`src/rtl/clk_div_detect.sv`:
```
// Measures half-periods of an asynchronous divided clock, tracks lock to the
// nominal rate and reports edges, lock state and loss-of-lock events.
module clk_div_detect #(
    parameter int HALF_PERIOD = 64,
    parameter int TOL         = 4,
    parameter int LOCK_COUNT  = 4,
    parameter int CNT_W       = 8
) (
    input  logic             clk_in,
    input  logic             rst_n_in,
    input  logic             sig_in,
    output logic             edge_out,
    output logic             rise_out,
    output logic             locked_out,
    output logic             error_out,
    output logic [CNT_W-1:0] half_period_out
);

    localparam int GW = $clog2(LOCK_COUNT + 1);
    localparam logic [CNT_W-1:0] LOW_LIM  = CNT_W'(HALF_PERIOD - TOL);
    localparam logic [CNT_W-1:0] HIGH_LIM = CNT_W'(HALF_PERIOD + TOL);
    localparam logic [CNT_W-1:0] TMO_LIM  = CNT_W'(HALF_PERIOD + TOL + 1);
    localparam logic [CNT_W-1:0] CNT_MAX  = {CNT_W{1'b1}};
    localparam logic [GW-1:0]    LAST_GOOD = GW'(LOCK_COUNT - 1);

    typedef enum logic [1:0] {
        IDLE,
        TRACK,
        LOCKED
    } state_t;

    state_t          state, next_state;
    logic [GW-1:0]   good_cnt, next_good_cnt;
    logic [CNT_W-1:0] cnt;
    logic            s1, s2, s3;
    logic            trans, rising, good, timeout;

    // cnt holds the elapsed cycles including the current one, so on a
    // transition it already equals the measured half-period.
    always_comb begin
        trans         = s2 ^ s3;
        rising        = s2 & ~s3;
        good          = trans && (cnt >= LOW_LIM) && (cnt <= HIGH_LIM);
        timeout       = !trans && (cnt >= TMO_LIM);
        next_state    = state;
        next_good_cnt = good_cnt;
        case (state)
            IDLE: begin
                if (trans) begin
                    next_state    = TRACK;
                    next_good_cnt = '0;
                end
            end
            TRACK: begin
                if (trans) begin
                    if (good) begin
                        if (good_cnt == LAST_GOOD) begin
                            next_state    = LOCKED;
                            next_good_cnt = '0;
                        end else begin
                            next_good_cnt = good_cnt + 1'b1;
                        end
                    end else begin
                        next_good_cnt = '0;
                    end
                end else if (timeout) begin
                    next_state    = IDLE;
                    next_good_cnt = '0;
                end
            end
            LOCKED: begin
                if (trans && !good) begin
                    next_state    = TRACK;
                    next_good_cnt = '0;
                end else if (timeout) begin
                    next_state    = IDLE;
                    next_good_cnt = '0;
                end
            end
            default: begin
                next_state    = IDLE;
                next_good_cnt = '0;
            end
        endcase
    end

    always_ff @(posedge clk_in) begin
        if (!rst_n_in) begin
            s1              <= 1'b0;
            s2              <= 1'b0;
            s3              <= 1'b0;
            edge_out        <= 1'b0;
            rise_out        <= 1'b0;
            locked_out      <= 1'b0;
            error_out       <= 1'b0;
            half_period_out <= '0;
            cnt             <= '0;
            good_cnt        <= '0;
            state           <= IDLE;
        end else begin
            s1         <= sig_in;
            s2         <= s1;
            s3         <= s2;
            edge_out   <= trans;
            rise_out   <= rising;
            locked_out <= (next_state == LOCKED);
            error_out  <= (state == LOCKED) && (next_state != LOCKED);
            state      <= next_state;
            good_cnt   <= next_good_cnt;
            // The reference edge taken in IDLE is not a measurement.
            if (trans) begin
                cnt <= CNT_W'(1);
                if (state != IDLE) begin
                    half_period_out <= cnt;
                end
            end else if (cnt != CNT_MAX) begin
                cnt <= cnt + 1'b1;
            end
        end
    end

endmodule

```
`config.mk`:
```
export PLATFORM = sky130hd
export DESIGN_NAME = clk_div_detect
export DESIGN_NICKNAME = d
export VERILOG_FILES = /design/src/rtl/clk_div_detect.sv
export SDC_FILE = /design/constraint.sdc
export NUM_CORES = 1
export LEC_CHECK = 0
export CAP_MARGIN = 20
export CORE_ASPECT_RATIO = 2
export CORE_MARGIN = 2
export CORE_UTILIZATION = 30
export CTS_CLUSTER_DIAMETER = 100
export CTS_CLUSTER_SIZE = 20
export DETAILED_ROUTE_END_ITERATION = 6
export PLACE_DENSITY = 0.44
export SLEW_MARGIN = 20
export SYNTH_ARGS = -nofsm -noshare
export SYNTH_HDL_FRONTEND = slang
export SYNTH_SLANG_ARGS = --single-unit
```
`constraint.sdc`:
```
create_clock -name clk_in -period 2.44 [get_ports clk_in]
set_clock_uncertainty 0.2 [all_clocks]
set_input_delay 0.488 -clock clk_in [delete_from_list [all_inputs] [get_ports clk_in]]
set_output_delay 0.488 -clock clk_in [all_outputs]
set_load 0.005 [all_outputs]
```
== Word-level counts from Yosys, hierarchy flattened ==
Index checks and enable logic that the tools add are counted.

* Latch bits: 0
* RAM bits: 0
* Bits in read-only memories: 0
* Logic and storage cells: 56
* Memories: 0
* Output and inout port bits: 12
* Input port bits: 3
* Register bits after elaboration: 28

* Bitwise logic cells: 4
* $lt $le $gt $ge: 3
* Divide/modulo/power cells: 0
* Equal/unequal tests: 7
* Shift operators: 0
* Multiplexer cells: 16
* Reductions and logical operators: 12
* Add/subtract/negate cells: 2
* Multiply operators: 0

{| class="wikitable"
|+ Operator list
! kind !! number
|-
| $mux W3 || 6
|-
| $mux W2 || 6
|-
| $pmux W3 S3 || 1
|-
| $add A8 B1 Y8 const B || 1
|-
| $ge A8 B6 Y1 const B || 1
|-
| $ge A8 B7 Y1 const B || 1
|-
| $le A8 B7 Y1 const B || 1
|-
| $ne A8 B8 Y1 const B || 1
|-
| $pmux W2 S3 || 1
|-
| $logic_and A1 B1 Y1 || 5
|-
| $eq A2 B2 Y1 const B || 2
|-
| $ne A2 B2 Y1 const B || 2
|-
| $reduce_bool A2 Y1 || 2
|-
| $add A3 B1 Y3 const B || 1
|-
| $eq A3 B2 Y1 const B || 1
|-
| $eq A2 B1 Y1 const B || 1
|-
| $logic_not A1 Y1 || 2
|-
| $logic_not A2 Y1 || 1
|-
| $mux W1 || 2
|-
| $not A1 Y1 || 2
|-
| $reduce_and A2 Y1 || 1
|-
| $reduce_or A2 Y1 || 1
|-
| $and A1 B1 Y1 || 1
|-
| $xor A1 B1 Y1 || 1
|}

== Depth between registers and ports, before layout ==
* Depth in word-level cells: 9
* Mapped depth: 8
* Depth with buffers taken out: 7

== Worst setup path before layout ==
No wires, ideal clock.

* Path type: reg2reg
* From: reg state[0]
* To: reg locked_out
* Library setup time: 79 ps
* Stages on the path, launching flop included: 8
* Setup slack: 443 ps
* Clock period less this slack: 1997 ps
* Data arrival time: 1717 ps
* Cells stage by stage: dfxtp_1 inv_1 ha_1 buf_2 or4_1 nor3_1 o31ai_1 a211oi_2

* Cells in the longest elaborated chain, start to end: 5
* Elaborated cells between the ends (all ways): 11

{| class="wikitable"
|+ Ends and longest elaborated chain
! item !! line !! RTL
|-
| from (decl) || 32 || <nowiki>state_t state, next_state;</nowiki>
|-
| from (signal assigned) || 108 || <nowiki>state <= next_state;</nowiki>
|-
| $mux W2 || 57 || <nowiki>if (good_cnt == LAST_GOOD) begin</nowiki>
|-
| $mux W2 || 56 || <nowiki>if (good) begin</nowiki>
|-
| $mux W2 || 55 || <nowiki>if (trans) begin</nowiki>
|-
| $pmux W2 S3 * || 47 || <nowiki>case (state)</nowiki>
|-
| $eq A2 B2 Y1 * || 106 || <nowiki>locked_out <= (next_state == LOCKED);</nowiki>
|-
| to (signal assigned) || 106 ||
|-
| to (decl) || 14 || <nowiki>output logic locked_out,</nowiki>
|}

Mark *: on every way between the ends. The rest lies on a longest branch, timed or not.
A chain may end at the register's enable or synchronous reset.

== Worst setup path after layout ==
Ends and elaborated chain as after synthesis.

==> flow_summary_export.csv <==
group,metric,value,unit
drt,drcViolationCount,0,
placement,place_inst,233,
drt,drt.antenna.violating_nets,0,
logic_synthesis,synth_nets,180,
worst_setup_path,critPathKind,"register to register",
cells_and_area,syn2layout_area_growth,19.65,%
logic_synthesis,syn-cell-area,0.001433,mm²
sta,fin_crit_sh,0.8739,
placement,portBuffers,14,
floorplan,die_area,0.005378,mm²
sta,slew_headroom,0.6809,
worst_setup_path,critPathArrivalTime,2140,ps
cells_and_area,drive_above_1_share,0.07143,
drt,routed_wl,3.430,mm
worst_setup_path,reg2reg_depth,6,
min_path,whs_path_depth,1,
logic_synthesis,synthMuxAreaShare,0.01572,
logic_synthesis,synth_compound_area_frac,0.2183,
logic_synthesis,yosysSeqAreaShare,0.3913,
sta,drv_slew,0,
floorplan,core_area,0.004598,mm²
sta,hold_slack,247.3,ps
grt,grt-ovfl-total,0,
logic_synthesis,syn_inst,167,
grt,antenna_found_initial,0,
run_status,status,"complete, no violations",
min_path,min_to,"s2",
drt,firstDrtPassIters,4,
worst_setup_path,crit_slowest_cell,"or4_1",
logic_synthesis,synth_most_common_cell,"dfxtp_1",
logic_synthesis,synth_top_area_frac,0.3913,
logic_synthesis,synth_area_leaders,"dfxtp_1 39%, ha_1 8.7%, nand2_1 5.0%, a21boi_0 4.7%, o21ai_0 3.8%",
drt,drtIter0Drc,19,
placement,hpwl,2.593,mm
cells_and_area,antenna_cells,0,
sta,clock.fmax,469.0,MHz
worst_setup_path,cp-end-kind,"register",
grt,track_usage,0.1422,
sta,finalHoldViolations,0,
placement,post-place-ws,350.4,ps
floorplan,num_rows,35,
drt,vias,1237,
grt,grt_pass1_wl,5.802,mm
logic_synthesis,async_reset_ff_frac,0,
placement,gp_congestion,0.8402,
sta,worst_slack,307.6,ps
sta,final.setup.tns,0,ps
cts,root_buffer,"clkbuf_8",
worst_setup_path,r2r-start,"state[0]",
cts,clk_pin_slew,100,ps
logic_synthesis,yosysTopAreaCell,"dfxtp_1",
logic_synthesis,synth.avg_cell_area,8.579,µm²
pwr,vdd_ir_drop_max,0.0002514,V
min_path,holdCritStartpoint,"s1",
cells_and_area,nets,196,
cts,numCtsBuffers,3,
job,cap_viol_max_count,0,
cts,cts_tree,"built",
logic_synthesis,synth_edf_count,0,
cts,clk_latency,270,ps
logic_synthesis,ys_ff_latch,28,
cells_and_area,fin_cells,237,
worst_setup_path,critPathMaxFanout,7,
pwr,power_density,553.9,mW/mm²
sta,worst_pin_slew,475.5,ps
grt,grt_pass1_vias,1248,
logic_synthesis,yosys_warnings,0,
cts,clk_path_buf_depth,2,
cts,ctsHoldBuffers,0,
min_path,hold_class,"register to register",
logic_synthesis,ys.flop_type,"dfxtp_1",
logic_synthesis,synthTopCellsByCount,"28 x dfxtp_1, 19 x nand2_1, 13 x nor2_1, 11 x inv_1, 11 x o21ai_0",
logic_synthesis,synth_cell_types,39,
sta,finalSetupViolations,0,
worst_setup_path,required,2450,ps
cts,cts-htree-levels,1,
pwr,power_leakage,0.5936,nW
floorplan,initial_core_util,0.3116,
logic_synthesis,synth-xor-area-share,0.03057,
worst_setup_path,rrSetupSlack,310,ps
worst_setup_path,crit_chain,"inv_1, ha_1, or4_1, nor3_1, o31ai_1, a211oi_2",
floorplan,ios,15,
sta,rsz0062_at_grt,"no",
cts,numClockSinks,28,
cts,post-cts-setup-buffer-count,0,
floorplan,die_y,101.7,µm
worst_setup_path,worst_setup_path_start_kind,"register",
drt,avgRoutedWirePerCell,14.47,µm
sta,min_period,2132,ps
logic_synthesis,yosys.area_share.adder,0.08734,
worst_setup_path,r2r_end,"locked_out",
worst_setup_path,max_stage_delay,500,ps
logic_synthesis,synth-simple-area-share,0.2079,
logic_synthesis,synth_top_family_by_area,"compound AO/OA/AOI/OAI gates",
floorplan,fp.dieW,52.87,µm
cts,ctsResizeCount,0,
drt,via_per_inst,5.219,
grt,grt_max_degree,21,
[area by class of cell]
cell class | instances | area [µm²]
fillers | 497 | 2884
multi-input cells | 121 | 802.0
flip-flops and latches | 28 | 560.5
repair buffers | 18 | 170.2
well taps | 55 | 68.82
clock buffers | 3 | 41.29
inverters | 11 | 41.29
clock inverters | 1 | 30.03
[where the power goes]
group | internal (W) | switching [W]
clock network | 0.000220 | 0.000152
registers | 0.000466 | 0.00000765
logic | 0.0000421 | 0.0000621
total | 0.000728 | 0.000222
[layer usage]
metal	GRT usage	routed length, µm	up-vias
li1	-	-	616
met1	0.1588	1369	601
met2	0.2538	1912	14
met3	0.01770	67	6
met4	0.07101	80	0
met5	0	0	-
[sequential cells by signal, indices dropped and copies added (netlist names)]
register,cells
error_out,1
good_cnt,3
cnt,8
rise_out,1
locked_out,1
s1,1
s2,1
half_period_out,8
edge_out,1
state,2
s3,1
[cell families after synthesis]
| logic type | Yosys count |
|---|---|
| AO/OA/AOI/OAI | 44 |
| XOR/XNOR | 5 |
| adder cells (fa/ha/maj) | 10 |
| buffers and inverters | 18 |
| flip-flops | 28 |
| multiplexers | 1 |
| AND/OR/NAND/NOR | 61 |
[critical path: cells and delay by family, from the launching register on]
| kind | cells | cell delay (ps) |
|---|---|---|
| compound gates | 2 | 350 |
| fa+ha+maj | 1 | 290 |
| buf+inv | 1 | 100 |
| flops | 1 | 390 |
| simple gates | 2 | 740 |
[layout by cell type, fill, tap and decap left out, drive strengths merged, types with 5 or more instances in the layout]
master	count
nor2	14
nor3	5
inv	11
nand4	5
clkdlybuf4s50	14
ha	10
a21boi	9
o21ai	13
dfxtp	28
nand2	19
and2	5
[worst max path at each step]
stage | cells after the start | startpoint | slack [ps] | endpoint
4_1_cts | 6 | state[0] | 310 | locked_out
2_1_floorplan | 7 | state[0] | 440 | locked_out
5_1_grt | 6 | state[0] | 160 | locked_out
3_5_place_dp | 6 | state[0] | 350 | locked_out
6_report | 6 | state[0] | 310 | locked_out
3_3_place_gp | 7 | state[1] | 450 | locked_out
[per-stage QoR]
step                      utilization  cell area, µm²  power [W]
after global routing           0.3728            1714  0.0009948
after CTS                      0.3728            1714  0.0009665
after detailed placement       0.3573            1643  0.0005886
after global placement         0.3573            1643  0.0005881
final                          0.3728            1714  0.0009495
after floorplan                     -            1433  0.0005549
Power figures use the tool's default switching activity.
==> RTL edit 1, RTL diff (same settings) <==
The parameter `LOCK_COUNT` goes from 4 to 8.
--- a/src/rtl/clk_div_detect.sv
+++ b/src/rtl/clk_div_detect.sv
@@ -5,3 +5,3 @@
     parameter int TOL         = 4,
-    parameter int LOCK_COUNT  = 4,
+    parameter int LOCK_COUNT  = 8,
     parameter int CNT_W       = 8
Check against the original RTL: no difference found for any inputs over 10 cycles, from zero or initial values and one cycle with rst_n_in low; that may be too few to reach the edited logic, so the function may still have changed.
==> RTL edit 1 against the original RTL <==
Routed wire length rose by 8.5%; power rose by 11%; sequential cell count rose by 1; setup slack improved by 0.037 ns; global-route usage rose by 0.73 points; synthesized area rose by 5.2%; design area rose by 6.0%; sequential share of layout area fell by 0.74 points; non-clock buffer count rose by 1; sequential power rose by 3%; largest cell class unchanged.
==> RTL edit 1: results (changes against the original RTL) <==
Synthesis
  • Synth Area in Compound Gates: 24.1% (was 21.8%)
  • Sequential area share after synthesis: 38.5% (was 39.1%)
  • Dominant cells by area after synthesis: dfxtp_1 39%, ha_1 8.3%, a21boi_0 5.0% (was dfxtp_1 39%, ha_1 8.7%, nand2_1 5.0%)
  • Synth Area in XOR/XNOR: 2.32% (was 3.06%)
  • Commonest cells in the netlist: 29 x dfxtp_1, 20 x nand2_1, 11 x o21ai_0 (was 28 x dfxtp_1, 19 x nand2_1, 13 x nor2_1)
  • Netlist cell types: 45 (was 39)
  • Syn_nets: 182 (was 180)
  • Post-synthesis mux area share: 0% (was 1.57%)
  • Syn_area_per_cell: 8.92 um^2 (was 8.58 um^2)

Cells and area
  • Final nets: 201 (was 196)
  • Layout cell share with drive strength beyond 1: 10.6% (was 7.14%)
  • Fill count: 519 (was 497)

Global route
  • Global-route usage over all layers: 14.9% (was 14.2%)
  • Largest net degree at the start of global routing: 23 (was 21)
  • First-pass GRT wire length: 6280 um (was 5800 um)
  • Vias in the first global route: 1319 (was 1248)

Power
  • P_leak: 0.680 nW (was 0.594 nW)
  • Comb pwr share: 7.7% (was 11.0%)
  • NetSw: 0.241 mW (was 0.222 mW)
  • Worst vdd rail ir drop: 0.375 mV (was 0.251 mV)

Placement
  • Cell count after placement: 238 (was 233)
  • Pre-CTS WS: 0.305 ns (was 0.350 ns)
  • Post-DP HPWL: 2810 um (was 2590 um)
  • Dpl cell area: 1710 um^2 (was 1640 um^2)
  • RD Place Congestion: 0.827 (was 0.840)

STA
  • Final hold slack: 0.241 ns (was 0.247 ns)
  • Worst slew pin tran: 0.638 ns (was 0.475 ns)
  • Fin crit share: 85.9% (was 87.4%)

Setup path
  • Critical Path Slowest Stage Cell: dfxtp_1 (was or4_1)
  • Worst-path fanout max: 4 (was 7)
  • Cell count of the worst reg-to-reg path: 7 (was 6)
  • Crit. Startpoint: cnt[1] (was state[0])
  • Setup slack, reg-to-reg: 0.34 ns (was 0.31 ns)
  • Largest stage delay, worst path: 0.37 ns (was 0.50 ns)
  • Arr. time, crit path: 2.07 ns (was 2.14 ns)
  • CP delay by family, top: compound AO/OA/AOI/OAI gates (was simple AND/OR/NAND/NOR gates)

Clocking
  • Num CTS Buffers: 5 (was 3)
  • Clk slew on worst S/H paths: 0.07 ns (was 0.10 ns)
  • H-tree levels: 2 (was 1)

Routing
  • Total wire length: 3720 um (was 3430 um)
  • DR iter-0 viols: 15 (was 19)
  • DR WL/cell: 15.2 um (was 14.5 um)

Outcome
  • Outcome: completed (unchanged)
RTL edit 1: changes by cell type after synthesis, sizes merged, moves of 2 or more:
cell / before / now
inv: 11 / 8
o31ai: 4 / 0
a21boi: 9 / 11
a211oi: 2 / 0
nor2: 14 / 10
o32ai: 0 / 2
a21o: 1 / 3
a21oi: 4 / 8
RTL edit 1: area by class of cell:
type	count	area, um^2	area share [%]
well taps	57	71.3	3.93
repair buffers	19	178	9.78
inverters	8	30.0	1.65
flip-flops and latches	29	581	32.0
clock inverters	2	35.0	1.93
multi-input cells	125	853	47.0
clock buffers	5	68.8	3.79
RTL edit 1: cell families after synthesis:
group,Yosys count
XOR/XNOR,4
AO/OA/AOI/OAI,49
flip-flops,29
AND/OR/NAND/NOR,62
buffers and inverters,15
adder cells (fa/ha/maj),10
RTL edit 1: per-layer routing:
layer	track usage, %	part of all wire [%]	wire length [um]
met1	15.4	39	1470
met2	26.0	56	2080
met3	3.74	2.7	100
met4	7.50	1.9	70
met5	0	0	0
==> RTL edit 2, RTL diff (same flow settings) <==
Made on the original files. Remove the register `error_out`: a continuous assignment takes its place, so the output `error_out` follows one clock earlier.
--- a/src/rtl/clk_div_detect.sv
+++ b/src/rtl/clk_div_detect.sv
@@ -94,3 +94,2 @@
             locked_out      <= 1'b0;
-            error_out       <= 1'b0;
             half_period_out <= '0;
@@ -106,3 +105,2 @@
             locked_out <= (next_state == LOCKED);
-            error_out  <= (state == LOCKED) && (next_state != LOCKED);
             state      <= next_state;
@@ -121,2 +119,4 @@
 
+    assign error_out = (state == LOCKED) && (next_state != LOCKED);
+
 endmodule
Check against the original RTL: same outputs for any inputs over 10 cycles, from zero or initial values and one cycle with rst_n_in low; that may be too few to reach the edited logic, so the function may still have changed.
==> RTL edit 2 against the original RTL <==
The flow now finishes with violations (setup timing); combinational power down 4%; power fell by 15%; setup slack got worse by 0.37 ns; sequential cell count is 1 lower; sequential power is 4% lower; first-iteration DRC count is 21% higher; clock power fell by 33%; cell count grew 16%; synthesized area down 0.17%; fmax is 15% lower; design area increased by 19%; routed wire length is 14% higher; largest cell class unchanged; highest routed layer unchanged.
==> RTL edit 2: results (changes against the original RTL) <==
Clocking
  • Clock Sinks: 27 (was 28)

Setup path
  • Largest stage delay, worst path: 0.38 ns (was 0.50 ns)
  • Critical Path Slowest Stage Cell: dfxtp_2 (was or4_1)
  • Reg-to-reg startpoint: s3 (was state[0])
  • CP delay by family, top: compound AO/OA/AOI/OAI gates (was simple AND/OR/NAND/NOR gates)
  • Worst-path fanout max: 5 (was 7)

Power
  • Reg power frac: 56.5% (was 49.9%)
  • Power Total: 0.804 mW (was 0.949 mW)

Cells and area
  • Comb_multi_in: 119 (was 121)
  • Clk_buf instances: 4 (was 3)
  • Fraction of area in multi-input gates: 43.1% (was 46.8%)
  • Plain + repair buffers: 55 (was 18)
  • Non-Filler Instances: 274 (was 237)

STA
  • Setup TNS: -0.0655 ns (was 0 ns)
  • Final setup margin: -0.0655 ns (was 0.308 ns)
  • Max_slew headroom: 65.5% (was 68.1%)
  • Setup Viol. Count Final: 1 (was 0)

Synthesis
  • Commonest cells in the netlist: 27 x dfxtp_1, 15 x nand2_1, 14 x a21oi_1, 14 x inv_1, 12 x o21ai_0 (was 28 x dfxtp_1, 19 x nand2_1, 13 x nor2_1)
  • Dominant cells by area after synthesis: dfxtp_1 38%, ha_1 8.7%, a21boi_0 5.2% (was dfxtp_1 39%, ha_1 8.7%, nand2_1 5.0%)

Placement
  • Dpl cell area: 1870 um^2 (was 1640 um^2)

Global route
  • Global-route usage over all layers: 16.2% (was 14.2%)
  • First-pass GRT wire length: 6420 um (was 5800 um)
  • Grt met3 use: 2.36% (was 1.77%)
  • Met2 Use GR: 30.7% (was 25.4%)
  • Vias in the first global route: 1433 (was 1248)
  • Met1 GRT Util: 16.0% (was 15.9%)

Routing
  • M1 wire length: 1450 um (was 1370 um)
  • Met2 wire len: 2260 um (was 1910 um)
  • DR WL/cell: 14.3 um (was 14.5 um)
  • Metal3 WL: 88 um (was 67 um)
  • DR iter-0 viols: 23 (was 19)

Outcome
  • Outcome: finished, violations left (was completed)
  • Violated checks: setup timing
## RTL edit 2: cell types whose count changed in the layout (fill, tap and decap cells not counted), sizes merged, moves of 3 or more
cell	delta
nor2	-5
a21oi	+10
o31ai	-4
buf	+38
inv	+3
nand2	-4
and3	+3
## RTL edit 2: worst paths after layout
check,endpoint,slack (ns),cells after the start
worst min register to register,good_cnt[2],0.25,2
worst min-delay path,good_cnt[2],0.25,2
worst max-delay path,error_out,-0.07,7
worst max register to register,locked_out,0.27,7
## RTL edit 2: cell families (layout without fill, tap and decap cells)
kind of cell | Yosys count | count (layout) | share of synthesized area (%)
and+or+nand+nor | 53 | 53 | 19.3
AOI/OAI and AO/OA | 52 | 52 | 24.9
DFF | 27 | 27 | 37.8
buffers and inverters | 24 | 73 | 6.74
adders and majority gates | 10 | 10 | 8.75
xor gates and xnor gates | 4 | 4 | 2.45
## RTL edit 2: what timing repair did
action / in CTS / in global routing
gates resized for setup: 22 / 7
buffers inserted: 3 / 1
setup endpoints to repair: 1 / 1
pin swaps: 3 / 4
